==> config.mk <==
export PLATFORM = sky130hd
export DESIGN_NAME = alu_seq
export DESIGN_NICKNAME = d
export VERILOG_FILES = /design/src/rtl/alu_seq.sv
export SDC_FILE = /design/constraint.sdc
export NUM_CORES = 1
export LEC_CHECK = 0
export ABC_AREA = 1
export BUFFER_PORTS_ARGS = -buffer_cell sky130_fd_sc_hd__buf_2
export CORE_AREA = 4 4 248 250
export CTS_CLUSTER_DIAMETER = 120
export DETAILED_ROUTE_END_ITERATION = 8
export DIE_AREA = 0 0 252 254
export PLACE_DENSITY_LB_ADDON = 0.08
export REMOVE_ABC_BUFFERS = 1
export SLEW_MARGIN = 20
export SYNTH_ARGS = -nofsm -noshare
export SYNTH_HDL_FRONTEND = slang
export SYNTH_SLANG_ARGS = --single-unit
export TNS_END_PERCENT = 30
==> constraint.sdc <==
create_clock -name clk -period 2.5 [get_ports clk]
set_clock_uncertainty 0.2 [all_clocks]
set_input_delay 0.125 -clock clk [delete_from_list [all_inputs] [get_ports clk]]
set_output_delay 0.125 -clock clk [all_outputs]
set_load 0.05 [all_outputs]
==> src/rtl/alu_seq.sv <==
// Registered ALU with valid/ready handshakes on both sides and an iterative
// shift-and-add multiplier. Non-MUL results take one cycle; MUL takes WIDTH+1.
module alu_seq #(
    parameter int unsigned WIDTH = 32,
    parameter int unsigned CNT_W = 6
) (
    input  logic             clk,
    input  logic             rst_n,
    input  logic             in_valid,
    output logic             in_ready,
    input  logic [WIDTH-1:0] x,
    input  logic [WIDTH-1:0] y,
    input  logic [2:0]       opcode,
    output logic             out_valid,
    input  logic             out_ready,
    output logic [WIDTH-1:0] result,
    output logic             zero,
    output logic             carry,
    output logic             overflow,
    output logic             negative,
    output logic             illegal
);

    typedef enum logic [1:0] {
        S_IDLE,
        S_MUL,
        S_DONE
    } state_e;

    typedef enum logic [2:0] {
        OP_ADD  = 3'b000,
        OP_OR   = 3'b001,
        OP_AND  = 3'b010,
        OP_SUB  = 3'b011,
        OP_SLT  = 3'b100,
        OP_SLTU = 3'b101,
        OP_MUL  = 3'b110,
        OP_ILL  = 3'b111
    } op_e;

    state_e             state_q, state_d;
    logic [WIDTH-1:0]   result_q, result_d;
    logic               zero_q, zero_d;
    logic               carry_q, carry_d;
    logic               overflow_q, overflow_d;
    logic               negative_q, negative_d;
    logic               illegal_q, illegal_d;
    logic [2*WIDTH-1:0] acc_q, acc_d;
    logic [2*WIDTH-1:0] mcand_q, mcand_d;
    logic [WIDTH-1:0]   mplier_q, mplier_d;
    logic [CNT_W-1:0]   cnt_q, cnt_d;

    op_e                op;
    logic [WIDTH:0]     add_w;
    logic [WIDTH:0]     sub_w;
    logic               lt_s;
    logic               lt_u;
    logic [WIDTH-1:0]   alu_res;
    logic               alu_c;
    logic               alu_v;
    logic               alu_ill;
    logic [2*WIDTH-1:0] acc_step;

    assign op    = op_e'(opcode);
    assign add_w = {1'b0, x} + {1'b0, y};
    // Bit WIDTH of the subtraction is the carry-out of x + ~y + 1, i.e. NOT borrow.
    assign sub_w = {1'b0, x} + {1'b0, ~y} + {{WIDTH{1'b0}}, 1'b1};
    assign lt_s  = $signed(x) < $signed(y);
    assign lt_u  = x < y;

    always_comb begin
        alu_res = '0;
        alu_c   = 1'b0;
        alu_v   = 1'b0;
        alu_ill = 1'b0;
        case (op)
            OP_ADD: begin
                alu_res = add_w[WIDTH-1:0];
                alu_c   = add_w[WIDTH];
                alu_v   = (x[WIDTH-1] == y[WIDTH-1]) & (add_w[WIDTH-1] != x[WIDTH-1]);
            end
            OP_SUB: begin
                alu_res = sub_w[WIDTH-1:0];
                alu_c   = ~sub_w[WIDTH];
                alu_v   = (x[WIDTH-1] != y[WIDTH-1]) & (sub_w[WIDTH-1] != x[WIDTH-1]);
            end
            OP_OR:   alu_res = x | y;
            OP_AND:  alu_res = x & y;
            OP_SLT:  alu_res = {{(WIDTH-1){1'b0}}, lt_s};
            OP_SLTU: alu_res = {{(WIDTH-1){1'b0}}, lt_u};
            OP_MUL:  alu_res = '0;
            default: alu_ill = 1'b1;
        endcase
    end

    assign acc_step = mplier_q[0] ? (acc_q + mcand_q) : acc_q;

    always_comb begin
        state_d    = state_q;
        result_d   = result_q;
        zero_d     = zero_q;
        carry_d    = carry_q;
        overflow_d = overflow_q;
        negative_d = negative_q;
        illegal_d  = illegal_q;
        acc_d      = acc_q;
        mcand_d    = mcand_q;
        mplier_d   = mplier_q;
        cnt_d      = cnt_q;
        case (state_q)
            S_IDLE: begin
                if (in_valid) begin
                    if (op == OP_MUL) begin
                        mcand_d  = {{WIDTH{1'b0}}, x};
                        mplier_d = y;
                        acc_d    = '0;
                        cnt_d    = '0;
                        state_d  = S_MUL;
                    end else begin
                        result_d   = alu_res;
                        zero_d     = (alu_res == '0);
                        carry_d    = alu_c;
                        overflow_d = alu_v;
                        negative_d = alu_res[WIDTH-1];
                        illegal_d  = alu_ill;
                        state_d    = S_DONE;
                    end
                end
            end
            S_MUL: begin
                acc_d    = acc_step;
                mcand_d  = mcand_q << 1;
                mplier_d = mplier_q >> 1;
                cnt_d    = cnt_q + CNT_W'(1);
                // The last iteration's sum is written straight into the result registers.
                if (cnt_q == CNT_W'(WIDTH - 1)) begin
                    result_d   = acc_step[WIDTH-1:0];
                    zero_d     = (acc_step[WIDTH-1:0] == '0);
                    carry_d    = 1'b0;
                    overflow_d = |acc_step[2*WIDTH-1:WIDTH];
                    negative_d = acc_step[WIDTH-1];
                    illegal_d  = 1'b0;
                    state_d    = S_DONE;
                end
            end
            S_DONE: begin
                if (out_ready) begin
                    state_d = S_IDLE;
                end
            end
            default: state_d = S_IDLE;
        endcase
    end

    always_ff @(posedge clk or negedge rst_n) begin
        if (!rst_n) begin
            state_q    <= S_IDLE;
            result_q   <= '0;
            zero_q     <= 1'b0;
            carry_q    <= 1'b0;
            overflow_q <= 1'b0;
            negative_q <= 1'b0;
            illegal_q  <= 1'b0;
            acc_q      <= '0;
            mcand_q    <= '0;
            mplier_q   <= '0;
            cnt_q      <= '0;
        end else begin
            state_q    <= state_d;
            result_q   <= result_d;
            zero_q     <= zero_d;
            carry_q    <= carry_d;
            overflow_q <= overflow_d;
            negative_q <= negative_d;
            illegal_q  <= illegal_d;
            acc_q      <= acc_d;
            mcand_q    <= mcand_d;
            mplier_q   <= mplier_d;
            cnt_q      <= cnt_d;
        end
    end

    assign in_ready  = (state_q == S_IDLE);
    assign out_valid = (state_q == S_DONE);
    assign result    = result_q;
    assign zero      = zero_q;
    assign carry     = carry_q;
    assign overflow  = overflow_q;
    assign negative  = negative_q;
    assign illegal   = illegal_q;

endmodule
**Yosys cells after proc, flatten, opt, wreduce, memory -nomap -nowiden**

Index checks and enable logic that the tools add are counted.

- Bits in registers: 205
- Bits of input ports: 71
- Output and inout port bits: 39
- Word-level logic and storage cells: 97

- Add/subtract/negate cells: 5
- Magnitude comparators: 2
- Eq/ne operators: 18
- Multiplexer cells: 45
- Bitwise logic cells: 6
- Reduce and logical (&&, ||, !) cells: 10

Operator list:

| operator | number |
|---|---|
| $mux W64 | 5 |
| $pmux W64 S2 | 2 |
| $pmux W32 S6 | 1 |
| $mux W32 | 5 |
| $pmux W32 S2 | 2 |
| $add A32 B32 Y33 | 2 |
| $add A64 B64 Y64 | 1 |
| $logic_not A32 Y1 | 2 |
| $lt A32 B32 Y1 | 2 |
| $add A33 B1 Y33 const B | 1 |
| $and A32 B32 Y32 | 1 |
| $not A32 Y32 | 1 |
| $or A32 B32 Y32 | 1 |
| $reduce_or A32 Y1 | 1 |
| $mux W1 | 15 |
| $pmux W1 S2 | 7 |
| $mux W6 | 2 |
| $pmux W6 S2 | 1 |
| $eq A3 B3 Y1 const B | 3 |
| $mux W2 | 4 |
| $add A6 B1 Y6 const B | 1 |
| $eq A3 B2 Y1 const B | 2 |
| $eq A6 B5 Y1 const B | 1 |
| $ne A2 B2 Y1 const B | 3 |
| other kinds (15) | 20 |

**Logic depth before layout (Yosys ltp)**

Gate-level depths: netlist of the first run.

- Depth in word-level cells: 9
- Gate-level depth with buffers: 24
- Mapped depth without buffers: 24

**Least setup slack after synthesis of the first run**

Ideal clock, no wire load.

- Path kind: register to register
- From: reg acc_q[0]
- To: reg overflow_q (netlist: overflow)
- Setup time: 0.118 ns
- Arrival: 2.336 ns
- Required time: 2.182 ns
- Slack: -0.154 ns
- Cell stages (with the launch flop): 23
- Path buffers: 0
- Clock period less this slack: 2.654 ns
- Cell sequence: dfrtp_1 -> ha_1 -> fa_1 -> nand2_1 -> inv_1 -> nand2_1 -> nand2_1 -> nand2_1 -> nand2_2 -> nand2_1 -> nand2_1 -> nand2_1 -> nand2_1 -> a21oi_1 -> inv_1 -> nand2_1 -> nand3_1 -> nand2_1 -> nand3_1 -> nor2_1 -> nand3_1 -> nand2_1 -> nand2_1

- Longest elaborated chain between the ends: 5

Ends and longest elaborated chain:

| what | RTL line | source |
|---|---|---|
| from (decl) | 48 | `logic [2*WIDTH-1:0] acc_q, acc_d;` |
| from (signal assigned) | 164 | `acc_q <= '0;` |
| from (signal assigned) | 176 | `acc_q <= acc_d;` |
| $add A64 B64 Y64 | 96 | `assign acc_step = mplier_q[0] ? (acc_q + mcand_q) : acc_q;` |
| $mux W64 | 96 |  |
| $reduce_or A32 Y1 | 140 | `overflow_d = \|acc_step[2*WIDTH-1:WIDTH];` |
| $mux W1 | 136 | `if (cnt_q == CNT_W'(WIDTH - 1)) begin` |
| $pmux W1 S2 | 110 | `case (state_q)` |
| to (signal assigned) | 173 | `overflow_q <= overflow_d;` |
| to (decl) | 45 | `logic overflow_q, overflow_d;` |

No other way between the ends. The select of a mux whose other input is x is not followed.
A chain may end at the register's enable or synchronous reset.

**Worst setup path in the final report of the first run**

- From: reg mcand_q[0]
- To: reg overflow_q (netlist: overflow)

- Longest elaborated chain between the ends: 5

Ends and longest elaborated chain:

| what | RTL line | source |
|---|---|---|
| from (decl) | 49 | `logic [2*WIDTH-1:0] mcand_q, mcand_d;` |
| from (signal assigned) | 177 | `mcand_q <= mcand_d;` |
| $add A64 B64 Y64 | 96 |  |
| $mux W64 | 96 |  |
| $reduce_or A32 Y1 | 140 |  |
| $mux W1 | 136 |  |
| $pmux W1 S2 | 110 |  |

No other way between the ends. The select of a mux whose other input is x is not followed.

==> results of run 1 <==
worst min path at each step:
stage	end	slack [ns]	depth (start not counted)
2_1_floorplan	acc_q[0]$_DFFE_PN0P_	-0.37	0
3_3_place_gp	acc_q[0]$_DFFE_PN0P_	-0.13	1
3_5_place_dp	acc_q[0]$_DFFE_PN0P_	-0.13	1
4_1_cts	state_q[1]$_DFFE_PN0P_	0.04	3
5_1_grt	state_q[1]$_DFFE_PN0P_	0.08	3
6_report	state_q[1]$_DFFE_PN0P_	0.08	8
kinds of logic (layout without fill, tap and decap cells):
logic type | after synthesis | in the layout | synth area share
buf+inv | 695 | 1771 | 0.1307
flops | 204 | 204 | 0.2471
xor+xnor | 16 | 16 | 0.006782
simple gates | 1864 | 1864 | 0.3645
fa+ha+maj | 169 | 169 | 0.1034
other cells | 0 | 1 | 0
compound gates | 507 | 507 | 0.1475
flip-flops by register name (all words and copies together) (netlist names):
| name | flops |
|---|---|
| overflow | 1 |
| acc_q | 64 |
| state_q | 2 |
| zero | 1 |
| mcand_q | 64 |
| carry | 1 |
| negative | 1 |
| result | 31 |
| illegal | 1 |
| mplier_q | 32 |
| cnt_q | 6 |
area by class of cell:
cell class,instances,area share
Sequential cell,204,0.1511
Multi-Input combinational cell,2556,0.4646
Tap cell,773,0.02862
Clock buffer,36,0.02218
Clock inverter,9,0.004332
Antenna cell,1,0.00007405
Timing Repair Buffer,1124,0.2620
Inverter,602,0.06698
metal layers:
| metal | vias to the layer above | share of wire | track usage |
|---|---|---|---|
| met2 | 627 | 0.50 | 0.5450 |
| met1 | 12470 | 0.40 | 0.3547 |
| met5 | - | 0 | 0 |
| li1 | 13040 | - | - |
| met4 | 0 | 0.060 | 0.1545 |
| met3 | 216 | 0.039 | 0.03132 |
power breakdown:
group / switching (mW) / leakage [nW] / internal, mW
combinational: 6.24 / 14.9 / 4.29
sequential: 0.689 / 2.78 / 4.03
clock: 1.65 / 0.434 / 2.41
per-stage QoR:
step / utilization / TNS [ns] / area (sq um) / setup slack, ns / hold slack, ns
3_5_place_dp: 0.4862 / -30.09 / 28700 / -1.281 / -0.1258
4_1_cts: 0.5460 / -10.89 / 32220 / -0.5551 / 0.04120
5_1_grt: 0.5725 / -18.89 / 33790 / -0.6599 / 0.08335
6_report: 0.5725 / -9.155 / 33790 / -0.5298 / 0.08147
2_1_floorplan: - / -816.67 / 20220 / -6.677 / -0.3706
3_3_place_gp: 0.4862 / -28.92 / 28700 / -1.305 / -0.1316
cells in the mapped netlist (all sizes together) (2+ instances only):
library cell,instances,share of area
clkbuf,51,0.0093
a22oi,30,0.011
nand2,1199,0.22
o22ai,50,0.015
or2,10,0.0030
and3,3,0.00091
nand3,234,0.057
dfrtp,204,0.25
o21a,5,0.0018
fa,3,0.0029
a21o,7,0.0025
nor4,3,0.00091
a22o,16,0.0068
xor2,9,0.0038
a21oi,152,0.038
buf,42,0.012
o211ai,39,0.014
o21bai,15,0.0055
xnor2,7,0.0030
inv,600,0.11
o21ai,162,0.039
nor2,348,0.064
o221ai,25,0.011
nand4,25,0.0076
a21boi,2,0.00091
nand3b,13,0.0047
and2,3,0.00091
ha,166,0.10
nor3,26,0.0070
clkinv,2,0.00036
worst register-to-register path: cells and delay by family (launching register included):
family	cells	cell delay [ns]
and+or+nand+nor	17	1.54
adders and majority gates	2	0.55
DFF	1	0.41
buffers and inverters	2	0.21
repair_timing:
| item | CTS | global route |
|---|---|---|
| setup buffers | 32 | 25 |
| pin swaps | 101 | 111 |
| endpoints found under the hold margin | 275 | 0 |
| endpoints found under the setup margin | 87 | 92 |
| gates cloned | 0 | 0 |
| resized for setup | 411 | 346 |
| hold buffers | 75 | 0 |
==> results.md, run 1 <==
- Status: complete, but fails checks
- Failing checks: negative setup slack
- Drt drc: 0
- Global-route wire length before repair: 150.1 mm
- Largest net degree at the start of global routing: 69
- Critical path class: flop to flop
- R2R cell count: 21
- Nets: 4755
- Startpoint types: flop
- Share of cells above drive strength 1: 0.3728
- Die ar.: 0.06401 sq mm
- DIE WIDTH: 252 um
- Initial Util: 0.3501
- Min-delay worst type: primary input to flop
- Worst Slack Setup Final: -0.5298 ns
- Io pins: 110
- Initial antenna violation count: 2
- Max_cap viols: 0
- Critical Path Slowest Stage Cell: dfrtp_1
- CTS tree: built
- CP startpoint: mcand_q[0]$_DFFE_PN0P_
- Multi-input logic area: 0.01570 sq mm
- Post-detail-place hpwl: 81.04 mm
- Via count: 26360
- Crit path max fanout: 4
- CP endpoint: overflow$_DFFE_PN0P_
- Routed len/inst: 18.98 um
- Commonest non-fill, non-tap cells in the layout: nand2_1, buf_4, inv_1
- Post-Syn Area: 0.02066 sq mm
- Hold path start: opcode[0]
- PwrDens: 571.2 mW/mm^2
- Seq/Total Area, Yosys: 0.2471
- Clock transition at path regs: 0.06 ns
- GP Congestion: 1.031
- Overall Global Routing Usage: 0.3017
- Finished Layout Cells: 5305
- Clock Latency Late Sink: 0.60 ns
- Reg2Reg Setup Slack: -0.53 ns
- Number of synthesized flops with an enable pin: 0
- RSZ-0062 raised after global routing: yes
- Lkg Pwr: 18.13 nW
- TritonRoute pass-1 iters: 7
- Synth warn: 0
- #FFs+latches synth: 204
- CP required: 2.79 ns
- Top_reg_cell synth: dfrtp_1
- Clk buf depth: 3
- Fillers: 5768
- Post-synthesis average cell area: 5.980 sq um
- R2r startpoint: mcand_q[0]$_DFFE_PN0P_
- Top delay family on crit path: simple AND/OR/NAND/NOR gates
- Gate Count Post-Synth: 3455
- Post-route minimum period: 3.030 ns
- CP Depth: 21
- Critical path endpoint category: flop
- Most frequent CP cell: nand2_1
- Final wirelength: 100.7 mm
- Number of global-route vias before repair: 26700
- Routed Antenna Nets: 0
- Final hold violation count: 0
- DR iter-0 viols: 1575
- Tightest Pin Transition: 0.5297 ns
- Max incr delay on CP: 0.41 ns
- Port-buffer cells: 109
- Crit path DAT: 3.32 ns
- Most common cell after layout, fill and taps aside: nand2_1
- Crit-path cells: ha_4 > fa_2 > nand2_1 > inv_2 > nand2_4 > nand2_8 > buf_4 > nand2_4 > nand3_4 > nand2_2 > nand3b_1 > nand2_1 > nand3_2 > nand2_2 > nand2_1 > nor2_2 > nand2_2 > nor2_4 > nand3_2 > nand2_1 > nand2_1
- Rows: 89
- FF-to-FF End: overflow$_DFFE_PN0P_
- Register Area: 0.005107 sq mm
- Worst VDD drop: 0.6068 mV
- Synthesis-to-layout area growth: 63.54%
- H-tree levels: 1
- Die Y: 254 um
- Pwr Total: 19.30 mW
- Core Area: 0.05902 sq mm
- Final setup fails: 60
- Crit share post-route: 1.212
- Final slew viol count: 0
- Detail-routed via count per cell: 4.968
- Relative slew slack: 0.6468
- Max Freq: 330.1 MHz
- Clk sink count: 204
- TritonCTS Buffers: 27
- Worst Path Buf+Inv: 2
- Post-synthesis cell type count: 46
- Inst Count DP: 5131
- Grt total ovfl: 0
- Async S/R FF share, synth: 1.000
- Root Buffer: clkbuf_16
Power figures use the tool's default switching activity.
==> run 2, diff against run 1 <==
HOLD_SLACK_MARGIN = 0.15   (was not set)
PLACE_DENSITY_LB_ADDON = not set   (was 0.08)
SETUP_SLACK_MARGIN = 0.3   (was not set)
==> run 2 against run 1 <==
Effect of this change:
- the run still ends with negative setup slack left
- routed wire length fell by 9.7%
- clock power down 2%
- flip-flop and latch count stayed put
- core utilization decreased by 2.0 points
- total power shrank 4.5%
- register-to-register slack improved by 0.07 ns
- via count shrank 2.2%
- worst hold slack better by 0.085 ns
- combinational power decreased by 7%
- final area fell by 3.5%
- count of clock-buffer cells in the layout decreased by 6
- worst setup slack better by 0.071 ns
==> results.md, run 2 (same netlist as run 1, synthesis figures left out) <==
- Clock transition at path regs: 0.06 ns
- Inst Count DP: 5063
- Clk buf depth: 3
- Dpl ws: -0.6699 ns
- Overall Global Routing Usage: 0.2750
- Routed Antenna Nets: 0
- Status: complete, but fails checks
- Reg2Reg Setup Slack: -0.46 ns
- Largest regs: acc_q x64, mcand_q x64, mplier_q x32
- Share of cells above drive strength 1: 0.3481
- Relative slew slack: 0.6064
- Worst VDD drop: 0.6851 mV
- Fillers: 5810
- DIE WIDTH: 252 um
- ANT cells: 0
- Port-buffer cells: 109
- Largest net degree at the start of global routing: 69
- Commonest non-fill, non-tap cells in the layout: nand2_1, buf_4, inv_1
- H-tree levels: 1
- Rows: 89
- Final cell utilization of the core: 0.5527
- R2R cell count: 19
- Max Freq: 338.0 MHz
- Min-delay worst type: primary input to flop
- Post-route minimum period: 2.958 ns
- Multi-input logic area: 0.01522 sq mm
- Routed len/inst: 17.37 um
- Clk sink count: 204
- Synthesis-to-layout area growth: 57.88%
- Critical path endpoint category: flop
- Final hold violation count: 0
- Tightest Pin Transition: 0.5904 ns
- RSZ-0062 raised after global routing: yes
- Crit path max fanout: 3
- Crit share post-route: 1.183
- Lkg Pwr: 17.42 nW
- Failing checks: negative setup slack
- Die Y: 254 um
- Final wirelength: 90.94 mm
- Most common cell after layout, fill and taps aside: nand2_1
- Final slew viol count: 0
- Grt total ovfl: 0
- Clock Latency Late Sink: 0.59 ns
- Finished Layout Cells: 5237
- Critical path class: flop to flop
- Detail-routed via count per cell: 4.921
- Die ar.: 0.06401 sq mm
- TritonCTS Buffers: 27
- Worst Slack Setup Final: -0.4584 ns
- Core Area: 0.05902 sq mm
- Hold path cells: 8
- Startpoint types: flop
- TritonRoute pass-1 iters: 8
- Pwr Total: 18.44 mW
- Number of global-route vias before repair: 25370
- Max_cap viols: 0
- Register Area: 0.005110 sq mm
- Post-detail-place hpwl: 72.07 mm
- Initial Util: 0.3501
- Nets: 4684
- Drt drc: 0
- Initial antenna violation count: 0
- DR iter-0 viols: 1838
- Root Buffer: clkbuf_16
- Final setup fails: 55
- CP required: 2.76 ns
- Via count: 25770
- Io pins: 110
- CTS tree: built
- PwrDens: 565.2 mW/mm^2
- Global-route wire length before repair: 139.0 mm
- Crit path DAT: 3.22 ns
- GP Congestion: 0.9949
run 2: cell count changes in the layout (fill, tap and decap cells not counted), sizes merged:
cell	previous run	this run
inv	602	603
bufinv	3	2
clkinvlp	2	5
dlygate4sd3	74	73
clkbuf	36	30
buf	1050	980
clkinv	4	11
diode	1	0
run 2: area by class of cell:
cell class	count	area share
Multi-Input combinational cell	2556	0.4667
Timing Repair Buffer	1053	0.2505
Sequential cell	204	0.1566
Inverter	602	0.06946
Tap cell	773	0.02965
Clock buffer	30	0.02167
Clock inverter	19	0.005408
run 2: metrics by stage:
step | hold slack (ns) | area (sq um) | setup TNS [ns]
2_1_floorplan | -0.3706 | 20220 | -816.67
3_3_place_gp | -0.07897 | 28110 | -19.22
3_5_place_dp | -0.07349 | 28110 | -21.54
4_1_cts | 0.1518 | 31630 | -6.883
5_1_grt | 0.2214 | 32620 | -15.99
6_report | 0.1668 | 32620 | -7.381
run 2: layer usage:
metal,vias to the layer above,share of wire,global-route usage,routed length (um)
li1,12940,-,-,-
met1,11990,0.42,0.3439,37950
met2,663,0.49,0.4865,44300
met3,185,0.045,0.02344,4089
met4,0,0.051,0.1177,4602
met5,-,0,0,0
run 2: what timing repair did:
action                     CTS  global route
setup buffers               32            20
setup endpoints to repair  125           113
pin swaps                   97            87
hold buffers                73             0
resized for setup          385           239
hold endpoints to repair   276             0
run 2: critical path, cell delays in order, from the launching register on:
cell,delay (ns)
dfrtp_1,0.41
ha_4,0.31
buf_4,0.13
nand2_2,0.07
nor2_2,0.14
inv_1,0.06
nor2_2,0.17
nor2_2,0.08
nand2_1,0.11
nand3_1,0.19
nand3_1,0.14
nand3_1,0.10
nand2_1,0.10
nand2_1,0.07
nor2_1,0.14
nand2_1,0.10
nor2_4,0.13
nand3_2,0.07
nand2_1,0.06
nand2_1,0.04
run 2: where the power goes:
group	switching [mW]	internal, mW	leakage, nW
Sequential	0.708	4.03	2.78
Clock	1.69	2.25	0.426
Combinational	5.83	3.92	14.2
run 2: path summary, 6_finish.rpt:
check | startpoint | to
min | opcode[0] | state_q[0]$_DFFE_PN0P_
max reg2reg | mcand_q[14]$_DFFE_PN0P_ | overflow$_DFFE_PN0P_
max in group asynchronous | rst_n | mplier_q[28]$_DFFE_PN0P_
min reg2reg | mplier_q[1]$_DFFE_PN0P_ | mplier_q[0]$_DFFE_PN0P_
min in group asynchronous | rst_n | acc_q[44]$_DFFE_PN0P_
max | mcand_q[14]$_DFFE_PN0P_ | overflow$_DFFE_PN0P_
